[src/rtl/spi_flash_reader_pkg.sv]
// Shared types and constants for the SPI flash read master.
package spi_flash_pkg;

    typedef enum logic [2:0] {
        IDLE = 3'd0,
        ERR  = 3'd1,
        XFER = 3'd2,
        DONE = 3'd3,
        GAP  = 3'd4
    } state_t;

    localparam int CMD_BITS  = 8;
    localparam int ADDR_BITS = 24;

    localparam logic [7:0] READ_CMD_DEF = 8'h03;

endpackage

[src/rtl/spi_flash_reader_sck_gen.sv]
// SPI mode-0 clock generator: counts CLK_DIV system cycles per SCK half-period.
module spi_sck_gen #(
    parameter int CLK_DIV = 2
) (
    input  logic clk,
    input  logic rst,
    input  logic en,
    output logic sck,
    output logic rise_stb,
    output logic fall_stb,
    output logic half_done
);

    localparam int CNT_W = (CLK_DIV > 1) ? $clog2(CLK_DIV) : 1;

    logic [CNT_W-1:0] cnt;

    // Strobes fire in the last cycle of a half-period, one cycle ahead of the SCK edge
    assign half_done = en && (cnt == CNT_W'(CLK_DIV - 1));
    assign rise_stb  = half_done && !sck;
    assign fall_stb  = half_done && sck;

    always_ff @(posedge clk or negedge rst) begin
        if (!rst) begin
            cnt <= '0;
            sck <= 1'b0;
        end else if (!en) begin
            cnt <= '0;
            sck <= 1'b0;
        end else if (half_done) begin
            cnt <= '0;
            sck <= ~sck;
        end else begin
            cnt <= cnt + CNT_W'(1);
        end
    end

endmodule

[src/rtl/spi_flash_reader.sv]
// Word-read SPI master: one READ command + 24-bit address per request, data assembled little-endian.
module spi_flash_reader
    import spi_flash_pkg::*;
#(
    parameter int         MEM_W    = 32,
    parameter int         CLK_DIV  = 2,
    parameter logic [7:0] READ_CMD = READ_CMD_DEF
) (
    input  logic             clk,
    input  logic             rst,
    input  logic             req_i,
    input  logic [31:0]      addr_i,
    output logic             gnt_o,
    output logic             rvalid_o,
    output logic [MEM_W-1:0] rdata_o,
    output logic             err_o,
    output logic             busy_o,
    output logic             spi_cs_n,
    output logic             spi_sck,
    output logic             spi_mosi,
    input  logic             spi_miso
);

    localparam int HDR_BITS = CMD_BITS + ADDR_BITS;
    localparam int N_BITS   = HDR_BITS + MEM_W;
    localparam int BCNT_W   = $clog2(N_BITS + 1);
    localparam int GAP_W    = (CLK_DIV > 1) ? $clog2(CLK_DIV) : 1;

    state_t state, state_nxt;

    logic                sck_en;
    logic                rise_stb;
    logic                fall_stb;
    logic                half_done;
    logic                addr_bad;
    logic                last_fall;
    logic [HDR_BITS-1:0] shift_q;
    logic [MEM_W-1:0]    rx_q;
    logic [BCNT_W-1:0]   bit_cnt;
    logic [GAP_W-1:0]    gap_cnt;

    // Received bytes arrive first-byte-first; the first byte belongs in the low lane
    function automatic logic [MEM_W-1:0] byte_swap(input logic [MEM_W-1:0] w);
        logic [MEM_W-1:0] r;
        r = '0;
        for (int j = 0; j < MEM_W / 8; j++) begin
            r[8*j +: 8] = w[MEM_W-8-8*j +: 8];
        end
        return r;
    endfunction

    assign addr_bad = (addr_i[31:ADDR_BITS] != '0) ||
                      ((addr_i & 32'(MEM_W / 8 - 1)) != 32'd0);

    spi_sck_gen #(
        .CLK_DIV(CLK_DIV)
    ) u_sck_gen (
        .clk      (clk),
        .rst      (rst),
        .en       (sck_en),
        .sck      (spi_sck),
        .rise_stb (rise_stb),
        .fall_stb (fall_stb),
        .half_done(half_done)
    );

    always_ff @(posedge clk or negedge rst) begin
        if (!rst) begin
            state <= IDLE;
        end else begin
            state <= state_nxt;
        end
    end

    always_comb begin
        state_nxt = state;
        gnt_o     = 1'b0;
        busy_o    = (state != IDLE);
        sck_en    = 1'b0;
        last_fall = 1'b0;
        case (state)
            IDLE: begin
                if (req_i) begin
                    gnt_o     = 1'b1;
                    state_nxt = addr_bad ? ERR : XFER;
                end
            end
            ERR: state_nxt = IDLE;
            XFER: begin
                sck_en = 1'b1;
                if (half_done && spi_sck && (bit_cnt == BCNT_W'(1))) begin
                    last_fall = 1'b1;
                    state_nxt = DONE;
                end
            end
            DONE: state_nxt = GAP;
            GAP: begin
                if (gap_cnt == GAP_W'(CLK_DIV - 1)) begin
                    state_nxt = IDLE;
                end
            end
            default: state_nxt = IDLE;
        endcase
    end

    always_ff @(posedge clk or negedge rst) begin
        if (!rst) begin
            shift_q  <= '0;
            rx_q     <= '0;
            bit_cnt  <= '0;
            gap_cnt  <= '0;
            rvalid_o <= 1'b0;
            err_o    <= 1'b0;
            rdata_o  <= '0;
            spi_cs_n <= 1'b1;
            spi_mosi <= 1'b0;
        end else begin
            rvalid_o <= 1'b0;
            gap_cnt  <= (state == GAP) ? gap_cnt + GAP_W'(1) : '0;
            case (state)
                IDLE: begin
                    if (req_i && addr_bad) begin
                        rvalid_o <= 1'b1;
                        err_o    <= 1'b1;
                        rdata_o  <= '0;
                    end else if (req_i) begin
                        shift_q  <= {READ_CMD, addr_i[ADDR_BITS-1:0]};
                        rx_q     <= '0;
                        bit_cnt  <= BCNT_W'(N_BITS);
                        spi_cs_n <= 1'b0;
                        spi_mosi <= READ_CMD[CMD_BITS-1];
                    end
                end
                XFER: begin
                    // Only bits past the command/address header carry flash data
                    if (rise_stb && (bit_cnt <= BCNT_W'(MEM_W))) begin
                        rx_q <= {rx_q[MEM_W-2:0], spi_miso};
                    end
                    // Header drains to zero, so MOSI idles low once it is shifted out
                    if (fall_stb) begin
                        shift_q  <= {shift_q[HDR_BITS-2:0], 1'b0};
                        spi_mosi <= shift_q[HDR_BITS-2];
                        bit_cnt  <= bit_cnt - BCNT_W'(1);
                    end
                    if (last_fall) begin
                        spi_cs_n <= 1'b1;
                        spi_mosi <= 1'b0;
                        rvalid_o <= 1'b1;
                        err_o    <= 1'b0;
                        rdata_o  <= byte_swap(rx_q);
                    end
                end
                default: ;
            endcase
        end
    end

endmodule

[config.mk]
export PLATFORM = sky130hd
export DESIGN_NAME = spi_flash_reader
export DESIGN_NICKNAME = d
export VERILOG_FILES = /design/src/rtl/spi_flash_reader_pkg.sv /design/src/rtl/spi_flash_reader_sck_gen.sv /design/src/rtl/spi_flash_reader.sv
export SDC_FILE = /design/constraint.sdc
export NUM_CORES = 1
export LEC_CHECK = 0
export ABC_AREA = 1
export BUFFER_PORTS_ARGS = -buffer_cell sky130_fd_sc_hd__clkbuf_2
export CAP_MARGIN = 10
export CELL_PAD_IN_SITES_DETAIL_PLACEMENT = 0
export CELL_PAD_IN_SITES_GLOBAL_PLACEMENT = 2
export CORE_ASPECT_RATIO = 0.7
export CORE_MARGIN = 1.5
export CORE_UTILIZATION = 31
export CTS_CLUSTER_DIAMETER = 30
export DETAILED_ROUTE_END_ITERATION = 12
export PLACE_DENSITY = 0.72
export SETUP_SLACK_MARGIN = 0.4
export SLEW_MARGIN = 40
export SYNTH_ARGS = -nofsm -noshare
export SYNTH_HDL_FRONTEND = slang
export SYNTH_SLANG_ARGS = --single-unit
[constraint.sdc]
create_clock -name clk -period 1.55 [get_ports clk]
set_input_delay 0 -clock clk [delete_from_list [all_inputs] [get_ports clk]]
set_output_delay 0 -clock clk [all_outputs]
set_load 0.1 [all_outputs]
==> results of run 1 <==
==> worst reg2reg max path, stage by stage, from the launching register on <==
cell	delay [ns]
dfrtp_1	0.41
nor2_4	0.17
buf_6	0.12
nand3_4	0.13
inv_12	0.09
o21ai_4	0.08
nand2_4	0.12
clkinv_8	0.10
clkbuf_16	0.18
nand2_2	0.05
o21ai_1	0.06
==> routing by layer <==
layer	vias to the layer above	global-route usage [%]
met5	-	0
met4	0	3.77
met3	13	3.01
met2	83	23.6
met1	2183	25.4
li1	2227	-
==> synthesized netlist by cell type (all sizes together) <==
library cell | number | area (um^2)
nand2 | 193 | 752
dfrtp | 111 | 2780
nand3 | 72 | 395
o21ai | 72 | 398
inv | 65 | 249
nor2 | 53 | 209
buf | 21 | 169
clkbuf | 13 | 48.8
ha | 3 | 37.5
nor3 | 3 | 37.5
a21oi | 2 | 10.0
xor2 | 2 | 17.5
a21o | 1 | 7.51
a22oi | 1 | 7.51
a31o | 1 | 8.76
dfstp | 1 | 26.3
nand4 | 1 | 6.26
nor4 | 1 | 6.26
==> stage by stage <==
stage,total power [W],hold WS [ns]
finish,0.0120,0.0357
global route,0.0127,0.0630
CTS,0.0111,0.0176
detailed placement,0.00748,-0.193
global placement,0.00743,-0.194
floorplan,0.00642,-0.296
==> repair_timing <==
item                                   4_1_cts  5_1_grt
setup endpoints to repair                  147      113
hold buffers                                25        0
endpoints found under the hold margin      134        0
gates cloned                                12        9
setup buffers                               12        4
resized for setup                          124       83
pin swaps                                    9       12
==> kinds of logic after synthesis <==
family | count (synthesis) | share of synthesized area (%)
AOI/OAI and AO/OA | 77 | 8.36
xor gates and xnor gates | 2 | 0.339
adders and majority gates | 3 | 0.727
buffers and inverters | 99 | 9.04
DFF | 112 | 54.3
and+or+nand+nor | 323 | 27.2
==> final cells by class <==
cell class	count	area [um^2]	area share, %
sequential	112	2810	35.8
tap	225	282	3.59
multi-input combinational	408	2440	31.1
clock inverter	3	40.0	0.510
clock buffer	13	260	3.32
timing repair buffer	158	1750	22.2
inverter	65	277	3.52
==> power by group <==
group / internal, W / switching, W / leakage [nW]
Combinational: 0.00241 / 0.00355 / 2.17
Sequential: 0.00336 / 0.000243 / 1.50
Clock: 0.00134 / 0.00106 / 0.150
Total: 0.00711 / 0.00486 / 3.82
==> how the worst max path moves through the flow <==
| stage | from | endpoint | slack (ns) | depth (start not counted) |
|---|---|---|---|---|
| after global routing | state[2] | shift_q[13] | -0.15 | 10 |
| after CTS | bit_cnt[1] | rx_q[7] | -0.04 | 12 |
| after detailed placement | bit_cnt[1] | rx_q[11] | -0.22 | 11 |
| after floorplan | u_sck_gen.sck | rdata_o[0] | -0.008 | 7 |
| final | state[2] | shift_q[13] | -0.07 | 10 |
| after global placement | bit_cnt[1] | rx_q[2] | -0.13 | 11 |
==> sequential cells by signal (all words and copies together) (netlist names) <==
register       cells
rvalid_o           1
spi_mosi           1
bit_cnt            7
rdata_o           32
shift_q           31
state              3
rx_q              32
spi_cs_n           1
u_sck_gen.cnt      1
err_o              1
gap_cnt            1
u_sck_gen.sck      1
==> summary.md, run 1 <==
| Metric | Value |
|---|---|
| Status | `complete, but fails checks` |
| Failing checks | `setup timing` |
| CP top delay family | `buffers and inverters` |
| Reg2reg start | `state[2]` |
| Worst-case clock skew | `between 0.005 and 0.006 ns` |
| RSZ-0062 raised after global routing | `true` |
| Routed met1 length | `7.56 mm` |
| Fin util | `about half` |
| Finished Cell Area | `7850 um^2` |
| Grt ovf | `0` |
| DR WL/cell | `between 10 and 15 um` |
| First-pass GRT wire length | `22.4 mm` |
| Setup violators final | `approximately 90` |
| Final Hold Fails | `0` |
| Row cnt | `39` |
| DR WL met2 | `6.30 mm` |
| Commonest non-fill, non-tap cell in the layout | `nand2_1` |
| Max layer used | `met4` |
| Startpoint types | `flip-flop` |
| HP Start | `addr_i[1]` |
| Diode count | `0` |
| Clock Pin Slew Worst Setup and Hold Paths | `~0.070 ns` |
| Placed Area | `about 6000 um^2` |
| Ports | `75` |
| CP max FO | `7` |
| Syn Inst Count | `616` |
| Core area | `16300 um^2` |
| Number of remaining DRC errors | `0` |
| Crit-path max cell delay | `0.41 ns` |
| # fillers | `1568` |
| WL met3 | `596 um` |
| CTS H-tree depth | `3` |
| Max Slew Vio Count | `0` |
| Actual slew at the worst max-slew pin | `0.368 ns` |
| Most frequent cells in the layout | `126 x nand2_1, 110 x dfrtp_1, 58 x inv_1, 52 x nand2_2, 47 x nor2_1` |
| Layout Nets | `around 790` |
| Critical path class | `reg -> reg` |
| Vias/cell | `4.58` |
| TritonCTS Buffers | `9` |
| Root buffer cell | `clkbuf_16` |
| CP Data Arrival Time | `1.86 ns` |
| CTS sink cnt | `112` |
| Fin crit period | `1.62 ns` |
| Clock latency on the worst-skew pair | `0.35 ns` |
| Gr usage total | `16.4%` |
| Detailed router's first-iteration violation count | `185` |
| Die width | `157 um` |
| Starting Density | `31.7%` |
| Routed Antenna Nets | `0` |
| Via count | `4506` |
| Synth cell types | `30` |
| Drt total wl | `between 10 and 15 mm` |
| Post-synthesis register bit count | `112` |
| Worst vdd ir | `0.000806 V` |
| CP Cell Sequence | `nor2_4 -> buf_6 -> nand3_4 -> inv_12 -> o21ai_4 -> nand2_4 -> clkinv_8 -> clkbuf_16 -> nand2_2 -> o21ai_1` |
| Cell count of the worst reg-to-reg path | `10` |
| Die Y | `111 um` |
| Crit. End Element | `flip-flop` |
| Area Overhead vs Synth | `52.0%` |
| Largest net degree at the start of global routing | `72` |
| CTS max path bufs | `2` |
| Mean Syn Cell Area | `8.38 um^2` |
| WHS Endpoint | `shift_q[1]` |
| Final setup TNS | `-3.01 ns` |
| Layout cells sized above 1 | `38.6%` |
| PnR worst setup slack | `-0.0703 ns` |
| Slowest CP cell | `dfrtp_1` |
| Yosys warning total | `0` |
| Port Buf Inserts | `74` |
| Critical Path RT | `1.79 ns` |
| Max cap viols | `0` |
| Max-slew headroom | `75.5%` |
| Sequential area share after synthesis | `54.3%` |
| F_max | `0.617 GHz` |
| Vias in the first global route | `roughly 4200` |
| Buf/Inv on CP | `4` |
| Post-Syn Area | `5160 um^2` |
| Worst R2R End | `shift_q[13]` |
| RePlAce Congestion | `0.728` |
| CTS tree | `done` |
| Die area | `17500 um^2` |
| Post-DP HPWL | `7.75 mm` |
| DP Cell Count | `906` |
| Hold Path Cell Cnt | `5` |
| Flop2flop setup slack | `-0.07 ns` |
| DRT Pass-1 Iters | `4` |
| Power per cell area | `1520 nW/um^2` |
| Tcrit/Tclk final | `105%` |
| Finished Layout Cells | `984` |
| LEAKAGE | `between 3 and 4 nW` |
| Synth Net Count | `655` |
| Worst min path class | `in -> reg` |
| Setup Slack @ Placement | `-0.218 ns` |
| Initial antenna violation count | `0` |
(Power assumes the default switching activity.)
==> run 2: changes to the inputs <==
- CORE_UTILIZATION: 31 -> 34
- PLACE_DENSITY: 0.72 -> 0.75
- clock period: 1.55 -> 1.8 ns (I/O delays scaled with it)
==> summary.md, run 2 (same netlist as run 1, synthesis figures left out) <==
| Metric | Value |
|---|---|
| Final setup TNS | `0 ns (+3.01 ns)` |
| Worst vdd ir | `0.000563 V (-30%)` |
| Initial antenna violation count | `0 (unchanged)` |
| Storage cell area | `2810 um^2 (unchanged)` |
| CP max FO | `5 (-2)` |
| Diode count | `0 (unchanged)` |
| CTS tree | `done` |
| Net switching power figure | `0.00411 W (-15%)` |
| Commonest non-fill, non-tap cell in the layout | `nand2_1` |
| Die Y | `106 um (-4.4%)` |
| Int Pwr | `0.00585 W (-18%)` |
| Reg power frac | `31.2% (+1.1 points)` |
| Die width | `150 um (-4.4%)` |
| Root buffer cell | `clkbuf_16` |
| Placed Area | `5800 um^2 (-3.3%)` |
| Grt ovf | `0 (unchanged)` |
| First-pass GRT wire length | `22.4 mm (+0.25%)` |
| Layout cells sized above 1 | `34.7% (-3.9 points)` |
| Hold_ws | `0.0190 ns (-0.0167 ns)` |
| Power per cell area | `1330 nW/um^2 (-13%)` |
| DR WL/cell | `15.1 um (+2.2%)` |
| Buf/Inv on CP | `2 (-2)` |
| Routed Antenna Nets | `0 (unchanged)` |
| Detailed router's first-iteration violation count | `235 (+27%)` |
| Fin crit period | `1.63 ns (+0.0124 ns)` |
| Combinational cell fraction of total power | `49.0% (-0.9 points)` |
| Share of total power in the clock network | `19.8% (-0.2 points)` |
| Setup violators final | `0 (-100%)` |
| Core area | `14800 um^2 (-9.4%)` |
| Max Slew Vio Count | `0 (unchanged)` |
| Largest regs | `rdata_o x32, rx_q x32, shift_q x31` |
| Row cnt | `37 (-5.1%)` |
| Startpoint types | `flip-flop` |
| F_max | `0.612 GHz (-0.76%)` |
| Crit-path max cell delay | `0.41 ns (about the same)` |
| RePlAce Congestion | `0.759 (+4.2%)` |
| LEAKAGE | `3.70 nW (-3.2%)` |
| Critical path class | `reg -> reg` |
| Worst-case clock skew | `0.00583 ns (-0.00000858 ns)` |
| Vias/cell | `4.65 (+1.6%)` |
| Layout Nets | `790 (-0.38%)` |
| Tcrit/Tclk final | `90.7% (-14 points)` |
| RSZ-0062 raised after global routing | `true` |
| Max-slew headroom | `62.9% (-13 points)` |
| Status | `complete, no violations` |
| Max cap viols | `0 (unchanged)` |
| Number of remaining DRC errors | `0 (unchanged)` |
| Final Hold Fails | `0 (unchanged)` |
| Vias in the first global route | `4260 (+1.0%)` |
| CTS max path bufs | `2 (unchanged)` |
| Drt total wl | `14.4 mm (-1.3%)` |
| Power, Total | `0.00996 W (-17%)` |
| CP top delay family | `simple AND/OR/NAND/NOR gates` |
| CTS H-tree depth | `3 (unchanged)` |
| Gr usage total | `18.2% (+1.7 points)` |
| Post-DP HPWL | `7.64 mm (-1.4%)` |
| Via count | `4425 (-1.8%)` |
| CP Data Arrival Time | `1.87 ns (about the same)` |
| Area Overhead vs Synth | `44.7%` |
| Largest net degree at the start of global routing | `70 (-2.8%)` |
| CP dominant cell by count | `nand2_4` |
| Slowest CP cell | `dfrtp_1` |
| CP Cell Sequence | `nor2_4 -> nand2_4 -> nor3_4 -> nand2_4 -> buf_12 -> buf_16 -> nand3_1 -> o21ai_2` |
| Most frequent cells in the layout | `158 x nand2_1, 110 x dfrtp_1, 71 x clkbuf_2, 58 x inv_1` |
| Starting Density | `35.0% (+3.3 points)` |
| # fillers | `1384 (-12%)` |
| Actual slew at the worst max-slew pin | `0.559 ns (+0.191 ns)` |
| Ports | `75 (unchanged)` |
| DRT Pass-1 Iters | `4 (unchanged)` |
| Clock Pin Slew Worst Setup and Hold Paths | `0.08 ns (about the same)` |
| Worst min path class | `in -> reg` |
| Clock latency on the worst-skew pair | `0.35 ns (about the same)` |
| CTS sink cnt | `112 (unchanged)` |
| Critical Path RT | `2.04 ns (+0.25 ns)` |
| Area of the multi-input gates | `2350 um^2 (-3.8%)` |
| Crit. End Element | `flip-flop` |
| Finished Cell Area | `7470 um^2 (-4.8%)` |
| Port Buf Inserts | `74 (unchanged)` |
| TritonCTS Buffers | `9 (unchanged)` |
| Die area | `15900 um^2 (-8.6%)` |
| Net Sw Frac | `41.3% (+0.70 points)` |
[run 2: cell count changes in the layout (fill, tap and decap cells not counted), sizes merged]
| cell | change |
|---|---|
| clkinv | +1 |
| bufinv | -1 |
| dlygate4sd3 | -1 |
| clkbuf | -2 |
| nand2 | +1 |
| inv | +3 |
| bufbuf | +1 |
| buf | -5 |
[run 2: power by group through the flow]
stage | registers (W) | clock network [W] | logic, W
after floorplan | 0.00322 | 0 | 0.00226
after global placement | 0.00313 | 0 | 0.00292
after detailed placement | 0.00314 | 0 | 0.00293
after CTS | 0.00310 | 0.00202 | 0.00384
after global routing | 0.00315 | 0.00211 | 0.00532
final | 0.00311 | 0.00197 | 0.00488
[run 2: worst reg2reg max path, delay by kind of cell, from the launching register on]
family                 cells  cell delay, ns
AND/OR/NAND/NOR            5            0.75
flip-flops                 1            0.41
buffers and inverters      2            0.31
AO/OA/AOI/OAI              1            0.05
[run 2: worst paths after layout]
check | startpoint | to | slack, ns | cells past startpoint
max | state[2] | rdata_o[30] | 0.17 | 8
min | addr_i[1] | shift_q[1] | 0.02 | 5
max reg2reg | state[2] | rdata_o[30] | 0.17 | 8
min reg2reg | gap_cnt | gap_cnt | 0.44 | 1
max in group asynchronous | rst | rx_q[5] | 1.04 | 3
min in group asynchronous | rst | shift_q[19] | 0.16 | 2
[run 2: metrics by stage]
step / utilization, % / setup slack (ns) / instances
2_1_floorplan: - / 0.242 / 616
5_1_grt: 50.6 / 0.0801 / 951
6_report: 50.6 / 0.167 / 951
4_1_cts: 46.5 / 0.229 / 931
3_5_place_dp: 39.3 / -0.0395 / 867
3_3_place_gp: 39.3 / -0.0131 / 867
[run 2: cell type report]
cell class                      count  share of cell area (%)
Clock buffer                       11                    3.38
Clock inverter                      5                   0.536
Inverter                           65                    3.75
Multi-Input combinational cell    409                    31.4
Sequential cell                   112                    37.6
Tap cell                          195                    3.27
Timing Repair Buffer              153                    19.8
Timing Repair inverter              1                   0.268
[run 2: timing repair]
action / in CTS / in global routing
pin swaps: 7 / 31
gates resized for setup: 48 / 103
cloned: 11 / 9
hold endpoints to repair: 54 / 0
setup buffers: 13 / 11
endpoints found under the setup margin: 109 / 109
hold buffers: 24 / 0
[run 2: routing by layer]
metal | GRT usage [%] | vias to the layer above | part of all wire [%]
li1 | - | 2232 | -
met1 | 27.4 | 2097 | 50
met2 | 26.6 | 80 | 44
met3 | 3.39 | 16 | 4.8
met4 | 4.48 | 0 | 1.2
met5 | 0 | - | 0
==> run 3: changes to the inputs <==
- CORE_MARGIN: 1.5 -> 4
==> summary.md, run 3 (same netlist as run 1, synthesis figures left out) <==
| Metric | Value |
|---|---|
| Port Buf Inserts | `74 (unchanged)` |
| Area Overhead vs Synth | `33.3%` |
| Drt total wl | `14.1 mm (-2.2%)` |
| CP Cell Sequence | `nor2_4 -> nand2_8 -> nor3_4 -> nand2_2 -> nand2_8 -> buf_12 -> clkbuf_16 -> nand3_1 -> nand2_1` |
| Grt ovf | `0 (unchanged)` |
| Max Slew Vio Count | `0 (unchanged)` |
| RSZ-0062 raised after global routing | `true` |
| Finished Cell Area | `6890 um^2 (-7.8%)` |
| DRT Pass-1 Iters | `4 (unchanged)` |
| Die area | `17300 um^2 (+8.2%)` |
| Die width | `155 um (+3.3%)` |
| Crit. End Element | `flip-flop` |
| CP Data Arrival Time | `1.89 ns (+0.02 ns)` |
| Setup Slack @ Placement | `0.000672 ns (+0.0402 ns)` |
| Detailed router's first-iteration violation count | `180 (-23%)` |
| Number of remaining DRC errors | `0 (unchanged)` |
| Buf/Inv on CP | `2 (unchanged)` |
| Reg2reg start | `state[2]` |
| PnR worst setup slack | `0.192 ns (+0.0244 ns)` |
| Actual slew at the worst max-slew pin | `0.571 ns (+0.0127 ns)` |
| Layout Nets | `765 (-3.2%)` |
| # fillers | `1471 (+6.3%)` |
| Clock latency on the worst-skew pair | `0.35 ns (about the same)` |
| Flop2flop setup slack | `0.19 ns (+0.02 ns)` |
| Worst-case clock skew | `0.00688 ns (+0.00105 ns)` |
| DR WL/cell | `15.2 um (+0.42%)` |
| Status | `complete, no violations` |
| Starting Density | `35.0% (unchanged)` |
| Critical path class | `reg -> reg` |
| TritonCTS Buffers | `9 (unchanged)` |
| Final setup TNS | `0 ns (unchanged)` |
| CTS H-tree depth | `3 (unchanged)` |
| First-pass GRT wire length | `22.3 mm (-0.67%)` |
| Ports | `75 (unchanged)` |
| Worst Setup EP | `rx_q[17]` |
| RePlAce Congestion | `0.740 (-2.5%)` |
| Worst min path class | `in -> reg` |
| Gr usage total | `16.1% (-2.1 points)` |
| Worst vdd ir | `0.000615 V (+9.1%)` |
| Clock Pin Slew Worst Setup and Hold Paths | `0.07 ns (about the same)` |
| Fin crit period | `1.61 ns (-0.0244 ns)` |
| Storage cell area | `2810 um^2 (about the same)` |
| Commonest non-fill, non-tap cell in the layout | `nand2_1` |
| Die Y | `111 um (+4.7%)` |
| Critical Path RT | `2.08 ns (+0.04 ns)` |
| Power per cell area | `1320 nW/um^2 (-0.80%)` |
| CP dominant cell by count | `nand2_8` |
| Initial antenna violation count | `0 (unchanged)` |
| DP Cell Count | `866 (-0.12%)` |
| CTS sink cnt | `112 (unchanged)` |
| Hold Path Cell Cnt | `5 (unchanged)` |
| F_max | `0.622 GHz (+1.5%)` |
| Post-DP HPWL | `7.88 mm (+3.1%)` |
| Diode count | `0 (unchanged)` |
| Vias/cell | `4.65 (-0.11%)` |
| CTS max path bufs | `2 (unchanged)` |
| Setup violators final | `0 (unchanged)` |
| Critical Path Source | `state[2]` |
| Tcrit/Tclk final | `89.4% (-1.4 points)` |
| Final Hold Fails | `0 (unchanged)` |
| Max-slew headroom | `62.1% (-0.85 points)` |
| Placed Area | `5790 um^2 (-0.13%)` |
| Slowest CP cell | `dfrtp_1` |
| Largest net degree at the start of global routing | `67 (-4.3%)` |
| Row cnt | `37 (unchanged)` |
| CP max FO | `6 (+1)` |
| CP top delay family | `simple AND/OR/NAND/NOR gates` |
| Layout cells sized above 1 | `27.9% (-6.7 points)` |
| Vias in the first global route | `4222 (-0.89%)` |
| Hold_ws | `0.00745 ns (-0.0115 ns)` |
| Cell count of the worst reg-to-reg path | `9 (+1)` |
| Crit-path max cell delay | `0.42 ns (about the same)` |
| Critical path depth | `9 (+1)` |
| Most frequent cells in the layout | `169 x nand2_1, 109 x dfrtp_1, 71 x clkbuf_2, 59 x inv_1` |
| Finished Layout Cells | `926 (-2.6%)` |
| LEAKAGE | `3.42 nW (-7.6%)` |
| Via count | `4304 (-2.7%)` |
| Root buffer cell | `clkbuf_16` |
| Startpoint types | `flip-flop` |
| Largest regs | `rdata_o x32, rx_q x32, shift_q x31` |
| CTS tree | `done` |
| Routed Antenna Nets | `0 (unchanged)` |
| Max cap viols | `0 (unchanged)` |
| Worst R2R End | `rx_q[17]` |
| Area of the multi-input gates | `2150 um^2 (-8.5%)` |
| Core area | `14800 um^2 (unchanged)` |
| HP Start | `addr_i[3]` |
[run 3: cell count changes in the layout (fill, tap and decap cells not counted), moves of 3 or more]
| cell | before | now |
|---|---|---|
| nand2_2 | 23 | 19 |
| buf_12 | 10 | 7 |
| o21ai_2 | 22 | 9 |
| nand3_2 | 26 | 23 |
| o21ai_1 | 26 | 40 |
| nand2_4 | 11 | 3 |
| nand3_1 | 44 | 48 |
| nor2_1 | 44 | 48 |
| nand2_1 | 158 | 169 |
| buf_6 | 13 | 3 |
| buf_16 | 7 | 4 |
[run 3: cell type report]
class,instances,area share [%]
Sequential cell,112,40.8
Multi-Input combinational cell,407,31.2
Timing Repair Buffer,131,16.5
Inverter,65,3.98
Tap cell,195,3.54
Clock buffer,11,3.53
Clock inverter,5,0.491
[run 3: worst register-to-register path: stages, from the launching register on]
cell and delay [ns]:
dfrtp_1 0.42, nor2_4 0.24, nand2_8 0.11, nor3_4 0.15
nand2_2 0.11, nand2_8 0.11, buf_12 0.12, clkbuf_16 0.14
nand3_1 0.07, nand2_1 0.07
[run 3: power by group]
| part | total, W | internal, W | switching [W] |
|---|---|---|---|
| Combinational | 0.00409 | 0.00146 | 0.00263 |
| Sequential | 0.00311 | 0.00289 | 0.000212 |
| Clock | 0.00191 | 0.000977 | 0.000935 |
| Total | 0.00911 | 0.00533 | 0.00378 |
[run 3: how the worst min path moves through the flow]
stage | slack (ns) | endpoint
after floorplan | -0.30 | bit_cnt[0]
after global placement | 0.03 | shift_q[19]
after detailed placement | 0.03 | shift_q[19]
after CTS | 0.003 | shift_q[3]
after global routing | 0.05 | shift_q[5]
final | 0.007 | shift_q[3]
[run 3: through the flow]
step | utilization [%] | power (W)
6_report | 46.6 | 0.00911
5_1_grt | 46.6 | 0.00968
4_1_cts | 45.2 | 0.00887
3_5_place_dp | 39.2 | 0.00613
3_3_place_gp | 39.2 | 0.00609
2_1_floorplan | - | 0.00549
[run 3: per-layer routing]
layer | up-vias | wire length, um | global-route usage (%)
li1 | 2167 | - | -
met4 | 0 | 119 | 3.15
met1 | 2052 | 7510 | 24.6
met2 | 74 | 5980 | 23.7
met5 | - | 0 | 0
met3 | 11 | 480 | 3.20
[run 3: timing repair]
| item | CTS | global route |
|---|---|---|
| gates resized for setup | 47 | 31 |
| endpoints found under the hold margin | 55 | 0 |
| setup buffers | 11 | 1 |
| setup endpoints to repair | 109 | 110 |
| gates cloned | 5 | 5 |
| pin swaps | 11 | 11 |
| hold buffers | 22 | 0 |
